[src/rtl/width_pkg.sv]
// rtl/width_pkg.sv - mode encodings and helpers shared by the width packer
package width_pkg;

    typedef logic [1:0] mode_t;

    localparam mode_t MODE_ZEXT    = 2'b00;
    localparam mode_t MODE_LALIGN  = 2'b01;
    localparam mode_t MODE_PACK_LO = 2'b10;
    localparam mode_t MODE_PACK_HI = 2'b11;

    // Packing modes gather several words per output; the others emit one word per accept.
    function automatic logic is_pack(input mode_t m);
        return m[1];
    endfunction

endpackage

[src/rtl/lane_insert.sv]
// rtl/lane_insert.sv - writes one IN_W word into a selected lane of an OUT_W vector
module lane_insert #(
    parameter int IN_W   = 16,
    parameter int OUT_W  = 32,
    parameter int LANE_W = 2
) (
    input  logic [OUT_W-1:0]  base,
    input  logic [IN_W-1:0]   word,
    input  logic [LANE_W-1:0] lane,
    output logic [OUT_W-1:0]  result
);

    localparam int RATIO = OUT_W / IN_W;

    // Copy the base vector and overwrite only the addressed lane.
    always_comb begin
        result = base;
        for (int k = 0; k < RATIO; k++) begin
            if (lane == LANE_W'(k)) begin
                result[k*IN_W +: IN_W] = word;
            end
        end
    end

endmodule

[src/rtl/width_packer.sv]
// rtl/width_packer.sv - streaming IN_W to OUT_W width adapter with zext/align/pack modes
module width_packer
    import width_pkg::*;
#(
    parameter  int IN_W  = 16,
    parameter  int OUT_W = 32,
    localparam int RATIO = OUT_W / IN_W,
    localparam int CNT_W = $clog2(RATIO + 1)
) (
    input  logic             clk,
    input  logic             rst_n,
    input  logic [1:0]       mode,
    input  logic             in_valid,
    output logic             in_ready,
    input  logic [IN_W-1:0]  in_data,
    input  logic             flush,
    output logic             out_valid,
    input  logic             out_ready,
    output logic [OUT_W-1:0] out_data,
    output logic [CNT_W-1:0] out_count
);

    // Lanes must tile the output word exactly.
    generate
        if ((OUT_W % IN_W) != 0 || RATIO < 1) begin : g_bad_widths
            $error("width_packer: OUT_W must be a non-zero multiple of IN_W");
        end
    endgenerate

    localparam logic [CNT_W-1:0] LAST = CNT_W'(RATIO - 1);

    logic [OUT_W-1:0] acc;
    logic [CNT_W-1:0] cnt;
    mode_t            lmode;

    mode_t            cur_mode;
    logic             single;
    logic [CNT_W-1:0] lane;
    logic [OUT_W-1:0] base;
    logic [OUT_W-1:0] ins;
    logic             accept;
    logic             flush_take;
    logic             complete;
    logic             emit;
    logic [CNT_W-1:0] next_count;
    logic [OUT_W-1:0] next_data;

    // Single output register with no skid: a new word may enter only when the slot frees this cycle.
    assign in_ready   = !out_valid || out_ready;
    assign accept     = in_valid && in_ready;
    assign flush_take = flush && in_ready;

    // A packet takes its mode from the first word; later mode changes wait for the next packet.
    assign cur_mode = (cnt == '0) ? mode_t'(mode) : lmode;
    assign single   = !is_pack(cur_mode);

    // Lane the incoming word lands in, by mode and position within the packet.
    always_comb begin
        lane = '0;
        case (cur_mode)
            MODE_ZEXT:    lane = '0;
            MODE_LALIGN:  lane = LAST;
            MODE_PACK_LO: lane = cnt;
            MODE_PACK_HI: lane = LAST - cnt;
            default:      lane = '0;
        endcase
    end

    assign base = single ? '0 : acc;

    lane_insert #(
        .IN_W   (IN_W),
        .OUT_W  (OUT_W),
        .LANE_W (CNT_W)
    ) u_lane_insert (
        .base   (base),
        .word   (in_data),
        .lane   (lane),
        .result (ins)
    );

    // Emit on the word that fills the packet, or on a flush that has something to send.
    assign complete   = accept && (single || cnt == LAST);
    assign emit       = complete || (flush_take && (accept || cnt != '0));
    assign next_count = accept ? (single ? CNT_W'(1) : cnt + CNT_W'(1)) : cnt;
    assign next_data  = accept ? ins : acc;

    // Accumulator, lane count and per-packet mode.
    always_ff @(posedge clk or negedge rst_n) begin
        if (!rst_n) begin
            acc   <= '0;
            cnt   <= '0;
            lmode <= MODE_ZEXT;
        end else begin
            if (accept && cnt == '0) begin
                lmode <= mode_t'(mode);
            end
            if (emit) begin
                acc <= '0;
                cnt <= '0;
            end else if (accept) begin
                acc <= ins;
                cnt <= cnt + CNT_W'(1);
            end
        end
    end

    // Output register: loads on emit, holds while stalled, drops valid once consumed.
    always_ff @(posedge clk or negedge rst_n) begin
        if (!rst_n) begin
            out_valid <= 1'b0;
            out_data  <= '0;
            out_count <= '0;
        end else begin
            if (emit) begin
                out_valid <= 1'b1;
                out_data  <= next_data;
                out_count <= next_count;
            end else if (out_ready) begin
                out_valid <= 1'b0;
            end
        end
    end

endmodule

[config.mk]
export PLATFORM = sky130hd
export DESIGN_NAME = width_packer
export DESIGN_NICKNAME = d
export VERILOG_FILES = /design/src/rtl/width_pkg.sv /design/src/rtl/lane_insert.sv /design/src/rtl/width_packer.sv
export SDC_FILE = /design/constraint.sdc
export NUM_CORES = 1
export LEC_CHECK = 0
export BUFFER_PORTS_ARGS = -buffer_cell sky130_fd_sc_hd__clkbuf_2
export CAP_MARGIN = 0
export CELL_PAD_IN_SITES_DETAIL_PLACEMENT = 0
export CELL_PAD_IN_SITES_GLOBAL_PLACEMENT = 2
export CORE_UTILIZATION = 38
export CTS_CLUSTER_SIZE = 10
export DETAILED_ROUTE_END_ITERATION = 6
export PLACE_DENSITY_LB_ADDON = 0.12
export REMOVE_ABC_BUFFERS = 1
export SLEW_MARGIN = 0
export SYNTH_ARGS = -nofsm -noshare
export SYNTH_HDL_FRONTEND = slang
export SYNTH_SLANG_ARGS = --single-unit
[constraint.sdc]
create_clock -name clk -period 6.9 [get_ports clk]
set_input_delay 1.38 -clock clk [delete_from_list [all_inputs] [get_ports clk]]
set_output_delay 1.38 -clock clk [all_outputs]
set_load 0.01 [all_outputs]
==> results of run 1 <==
[worst register-to-register path, stage by stage (launching register included)]
cell	delay (ns)
dfrtp_1	0.50
inv_1	0.15
ha_1	0.38
mux2i_1	0.28
o21ai_0	0.18
a21oi_4	0.87
buf_4	0.62
o211ai_1	0.16
o21ai_0	0.11
[logic make-up (layout without fill, tap and decap cells)]
| logic type | after synthesis | count (layout) |
|---|---|---|
| AO/OA/AOI/OAI | 80 | 80 |
| AND/OR/NAND/NOR | 78 | 78 |
| flip-flops | 71 | 71 |
| buffers and inverters | 26 | 83 |
| multiplexers | 5 | 5 |
| adder cells (fa/ha/maj) | 2 | 2 |
| XOR/XNOR | 1 | 1 |
[registers in the layout, indices dropped and copies added (netlist names)]
| register | cells |
|---|---|
| out_count | 2 |
| lmode | 2 |
| cnt | 2 |
| out_data | 32 |
| acc | 32 |
| out_valid | 1 |
[path summary, 6_finish.rpt]
| check | start | endpoint | slack [ns] | cells after the start |
|---|---|---|---|---|
| setup / recovery | out_ready | in_ready | 3.28 | 4 |
| hold / removal | acc[1] | acc[1] | 0.51 | 2 |
| setup reg to reg | cnt[0] | out_count[0] | 3.57 | 8 |
| hold reg to reg | acc[1] | acc[1] | 0.51 | 2 |
| max in group asynchronous | rst_n | out_data[20] | 5.14 | 1 |
| min in group asynchronous | rst_n | out_valid | 1.15 | 1 |
[layer usage]
layer  up-vias  wire, um  share of wire (%)  global-route usage (%)
li1       1036         -                  -                       -
met1      1028      2950                 48                    22.0
met2        43      2880                 47                    25.6
met3         9       244                4.0                    3.62
met4         0        87                1.4                    7.26
met5         -         0                  0                       0
[where the power goes]
group          leakage, nW  switching, mW  internal, mW  total, mW
clock                0.100          0.147         0.175      0.322
combinational        0.639          0.427         0.264      0.691
sequential           0.901         0.0941         0.600      0.694
[stage by stage]
step	utilization [%]	power [mW]	hold slack (ns)
floorplan	-	1.17	0.472
global placement	44.6	1.40	0.491
detailed placement	44.6	1.41	0.498
CTS	47.2	1.74	0.517
global route	47.2	1.85	0.531
finish	47.2	1.71	0.510
[layout make-up]
class | count | area [um^2] | area share (%)
repair buffers | 60 | 308 | 8.81
flip-flops and latches | 71 | 1780 | 50.8
inverters | 7 | 26.3 | 0.752
multi-input cells | 166 | 1070 | 30.6
clock buffers | 12 | 145 | 4.15
clock inverters | 4 | 45.0 | 1.29
well taps | 99 | 124 | 3.54
[cell usage in the layout, fill, tap and decap left out, types with 2 or more instances in the layout]
cell type	count
clkbuf_8	10
nand2_1	2
o21ai_0	4
nand3_1	3
a32oi_1	7
inv_1	7
ha_1	2
dfrtp_1	71
a22oi_1	16
clkinv_2	3
o211ai_1	2
a21oi_1	33
clkbuf_1	2
buf_4	3
nor2_1	68
a32oi_2	10
mux2_2	2
clkbuf_2	57
mux2_4	2
==> results.json, run 1 <==
{
  "status": "completed",
  "setup-violations-final": 0,
  "numCtsBuffers": 9,
  "worst_slack_ns": 3.28,
  "grt_antenna_before_repair": 0,
  "fmax_mhz": 276,
  "gp_congestion": 0.735,
  "ir_worst_vdd_v": 0.000175,
  "yosysMostFrequentCell": "dfrtp_1",
  "portBuffers": 58,
  "cts_setup_buffers": 0,
  "synth_seq_area_share_pct": 59.8,
  "grt_overflow": 0,
  "hold_viol": 0,
  "synthXorXnorAreaFrac_pct": 0.295,
  "finalMaxSlewViolations": 0,
  "cts.sinks": 71,
  "synth_common_cells": "dfrtp_1, nor2_1, a21oi_1",
  "dieArea_mm2": 0.00817,
  "clockBufferDepth": 2,
  "synth_top_family_by_area": "compound AO/OA/AOI/OAI gates",
  "cts_tree": "yes",
  "layoutNonFillerInstCount": 419,
  "synth_area_per_cell_um2": 11.3,
  "row_count": 31,
  "required_ns": 5.52,
  "dpl_worst_slack_ns": 3.15,
  "ys.flop_type": "dfrtp_1",
  "drt_first_iter_violations": 76,
  "synth-seq-cells": 71,
  "yosys_warnings": 0,
  "die_w_um": 90.4,
  "synth.mux.area_fraction_pct": 2.11,
  "num_vias": 2116,
  "htreeDepth": 3,
  "power-per-cell-area_mw_per_mm2": 488,
  "crit_buf_inv": 3,
  "cp_cell_sequence": "clkbuf_2, nor2b_1, inv_1, clkbuf_2",
  "cp_slowest_cell": "nor2b_1",
  "grt_pass1_vias": 2083,
  "dp.cells": 403,
  "cts_root_buf": "clkbuf_8",
  "syn2layout_area_growth_pct": 17.6,
  "clock_skew_ns": 0.00713,
  "max_stage_delay_ns": 0.46,
  "fin_nets": 340,
  "layout-drive-gt1-share_pct": 30.6,
  "synth_top_area_cell": "dfrtp_1",
  "tightest_slew_ns": 1.06,
  "start_util_pct": 40.1,
  "die_h_um": 90.4,
  "firstDrtPassIters": 5,
  "grt_pass1_wl_mm": 10.4,
  "synth_area_mm2": 0.00297,
  "max-cap-violations": 0,
  "synth_compound_area_share_pct": 21.5,
  "crit_family": "simple AND/OR/NAND/NOR gates",
  "ios": 59,
  "crit_type": "input port to output port",
  "yosysTopAreaCellShare_pct": 59.8,
  "cts_hold_buf": 0,
  "endpoint_kind": "output port",
  "leakage_nw": 1.64,
  "grt.total_usage_pct": 16.4,
  "max_slew_margin_pct": 29.5,
  "worst_skew_pair.late_latency_ns": 0.33,
  "stdcell_area_mm2": 0.00349,
  "placed_area_mm2": 0.00330,
  "drc": 0,
  "clk_pin_slew_ns": 0.07,
  "diodes": 0,
  "cp.arrival_ns": 2.24,
  "crit_path_max_fanout": 5,
  "wirelength_mm": 6.16,
  "synth_area_leaders": "dfrtp_1, nor2_1, a21oi_1",
  "final_antenna_net_count": 0,
  "post_drt_wl_per_cell_um": 14.7,
  "cpMostUsedCell": "clkbuf_2",
  "period_share_pct": 52.5,
  "synth_cells": 263,
  "core_area_mm2": 0.00741,
  "grt_max_degree": 72,
  "n_fill_cell": 745,
  "place.detailed.hpwl_mm": 3.77,
  "viasPerCell": 5.05,
  "min_path_type": "flip-flop to flip-flop",
  "fin_crit_ns": 3.62,
  "synth_adder_area_share_pct": 0.842,
  "setup_tns_ns": 0,
  "ctsResizeCount": 0,
  "async_flop_share_pct": 100,
  "synth_edf_count": 0,
  "rsz0062_at_grt": "false",
  "start_kind": "input port",
  "synth_simple_gate_area_share_pct": 10.8,
  "yosysUniqueCellTypes": 33
}
(Power assumes the default switching activity.)
==> run 2: changes to the inputs <==
--- a/config.mk
+++ b/config.mk
@@ -9,7 +9,7 @@
 export CAP_MARGIN = 0
 export CELL_PAD_IN_SITES_DETAIL_PLACEMENT = 0
 export CELL_PAD_IN_SITES_GLOBAL_PLACEMENT = 2
-export CORE_UTILIZATION = 38
+export CORE_UTILIZATION = 32
 export CTS_CLUSTER_SIZE = 10
 export DETAILED_ROUTE_END_ITERATION = 6
 export PLACE_DENSITY_LB_ADDON = 0.12
==> constraint.sdc (replaced) <==
create_clock -name clk -period 2.9 [get_ports clk]
set_input_delay 0.58 -clock clk [delete_from_list [all_inputs] [get_ports clk]]
set_output_delay 0.58 -clock clk [all_outputs]
set_load 0.01 [all_outputs]
==> results.json, run 2 (synthesis gave the netlist of run 1 again) <==
{
  "status": "completed",
  "dp.cells": 418,
  "finish.utilization_pct": 40.3,
  "layout-drive-gt1-share_pct": 32.3,
  "grt_pass1_vias": 2095,
  "start_util_pct": 33.6,
  "numCtsBuffers": 9,
  "switchingPower_mw": 1.66,
  "grt_overflow": 0,
  "cts_hold_buf": 0,
  "crit_family": "compound AO/OA/AOI/OAI gates",
  "max_slew_margin_pct": 40.6,
  "diodes": 0,
  "crit_buf_inv": 1,
  "htreeDepth": 3,
  "p_seq_share_pct": 39.1,
  "grt.total_usage_pct": 15.1,
  "n_fill_cell": 935,
  "placed_area_mm2": 0.00337,
  "cp_slowest_cell": "a31o_2",
  "drt_first_iter_violations": 79,
  "place.detailed.hpwl_mm": 4.15,
  "setup-violations-final": 0,
  "viasPerCell": 5.03,
  "seqCellArea_mm2": 0.00178,
  "final_antenna_net_count": 0,
  "core_area_mm2": 0.00885,
  "cts_setup_buffers": 0,
  "endpoint_kind": "flip-flop",
  "tightest_slew_ns": 0.892,
  "setup_tns_ns": 0,
  "portBuffers": 58,
  "stdcell_area_mm2": 0.00357,
  "rsz0062_at_grt": "false",
  "worst_skew_pair.late_latency_ns": 0.34,
  "fin_nets": 346,
  "post_drt_wl_per_cell_um": 15.4,
  "p_int_mw": 2.53,
  "crit_type": "flip-flop to flip-flop",
  "syn2layout_area_growth_pct": 20.1,
  "ir_worst_vdd_v": 0.000437,
  "wirelength_mm": 6.65,
  "grt_max_degree": 72,
  "reg_top3": "acc x32, out_data x32",
  "clock_skew_ns": 0.00884,
  "grt_pass1_wl_mm": 11.1,
  "cts_root_buf": "clkbuf_8",
  "gp_congestion": 0.736,
  "die_w_um": 98.3,
  "cp_cell_sequence": "inv_1, ha_1, mux2_4, a221oi_2, a31o_2, a22oi_1, a21oi_1",
  "clockBufferDepth": 2,
  "clk_pin_slew_ns": 0.08,
  "finalMaxSlewViolations": 0,
  "final_cell_mix": "dfrtp_1, nor2_1, clkbuf_2, a21oi_1, a22oi_1",
  "dieArea_mm2": 0.00967,
  "period_share_pct": 86.7,
  "drc": 0,
  "swShare_pct": 39.5,
  "cts_tree": "yes",
  "clock_power_share_pct": 19.1,
  "cp.arrival_ns": 2.78,
  "max_stage_delay_ns": 0.48,
  "start_kind": "flip-flop",
  "grt_antenna_before_repair": 0,
  "max-cap-violations": 0,
  "crit_path_max_fanout": 16,
  "firstDrtPassIters": 6,
  "final_common_cell": "dfrtp_1",
  "min_path_type": "input port to async pin",
  "combinationalPowerShare_pct": 41.9,
  "leakage_nw": 1.67,
  "num_vias": 2178,
  "ctsResizeCount": 0,
  "power-per-cell-area_mw_per_mm2": 1180,
  "required_ns": 3.17,
  "die_h_um": 98.3,
  "fin_crit_ns": 2.52,
  "fmax_mhz": 397,
  "cts.sinks": 71,
  "hold_viol": 0,
  "ios": 59,
  "multi_input_area_mm2": 0.00107,
  "row_count": 34,
  "layoutNonFillerInstCount": 433
}
[run 2: cell count changes in the layout (fill, tap and decap cells not counted)]
cell	change
clkbuf_1	-2
buf_4	+5
buf_12	+1
inv_6	+1
clkinvlp_4	+1
clkinv_2	-1
[run 2: area by class of cell]
| class | count | area share, % |
|---|---|---|
| multi-input combinational | 166 | 30.0 |
| inverter | 7 | 0.737 |
| timing repair buffer | 66 | 10.2 |
| tap | 108 | 3.79 |
| clock inverter | 5 | 1.58 |
| sequential | 71 | 49.8 |
| clock buffer | 10 | 3.86 |
[run 2: path summary, 6_finish.rpt]
kind                         from           end  slack, ns  cells after the start
hold reg to reg            acc[1]        acc[1]       0.51                      2
max in group asynchronous   rst_n       acc[17]       1.95                      1
hold / removal              rst_n     out_valid       0.34                      1
setup / recovery           cnt[1]  out_data[16]       0.38                      7
min in group clk           acc[1]        acc[1]       0.51                      2
setup reg to reg           cnt[1]  out_data[16]       0.38                      7
[run 2: layer usage]
layer / up-vias / track usage (%) / share of wire (%)
met5: - / 0 / 0
met4: 0 / 7.23 / 1.5
met3: 6 / 3.58 / 3.7
met2: 45 / 23.1 / 47
met1: 1073 / 20.2 / 48
li1: 1054 / - / -
[run 2: through the flow]
step                total power, mW  hold slack (ns)  setup WS [ns]
global placement               3.42            0.492          0.408
CTS                            4.26            0.393          0.353
global route                   4.52            0.431          0.206
floorplan                      2.79            0.284          -2.49
detailed placement             3.44            0.498          0.390
finish                         4.19            0.335          0.384
[run 2: power by group through the flow]
| stage | logic (mW) | registers [mW] | clock network, mW |
|---|---|---|---|
| 2_1_floorplan | 1.03 | 1.76 | 0 |
| 3_3_place_gp | 1.76 | 1.66 | 0 |
| 3_5_place_dp | 1.77 | 1.67 | 0 |
| 4_1_cts | 1.79 | 1.65 | 0.825 |
| 5_1_grt | 1.96 | 1.70 | 0.862 |
| 6_report | 1.76 | 1.64 | 0.799 |
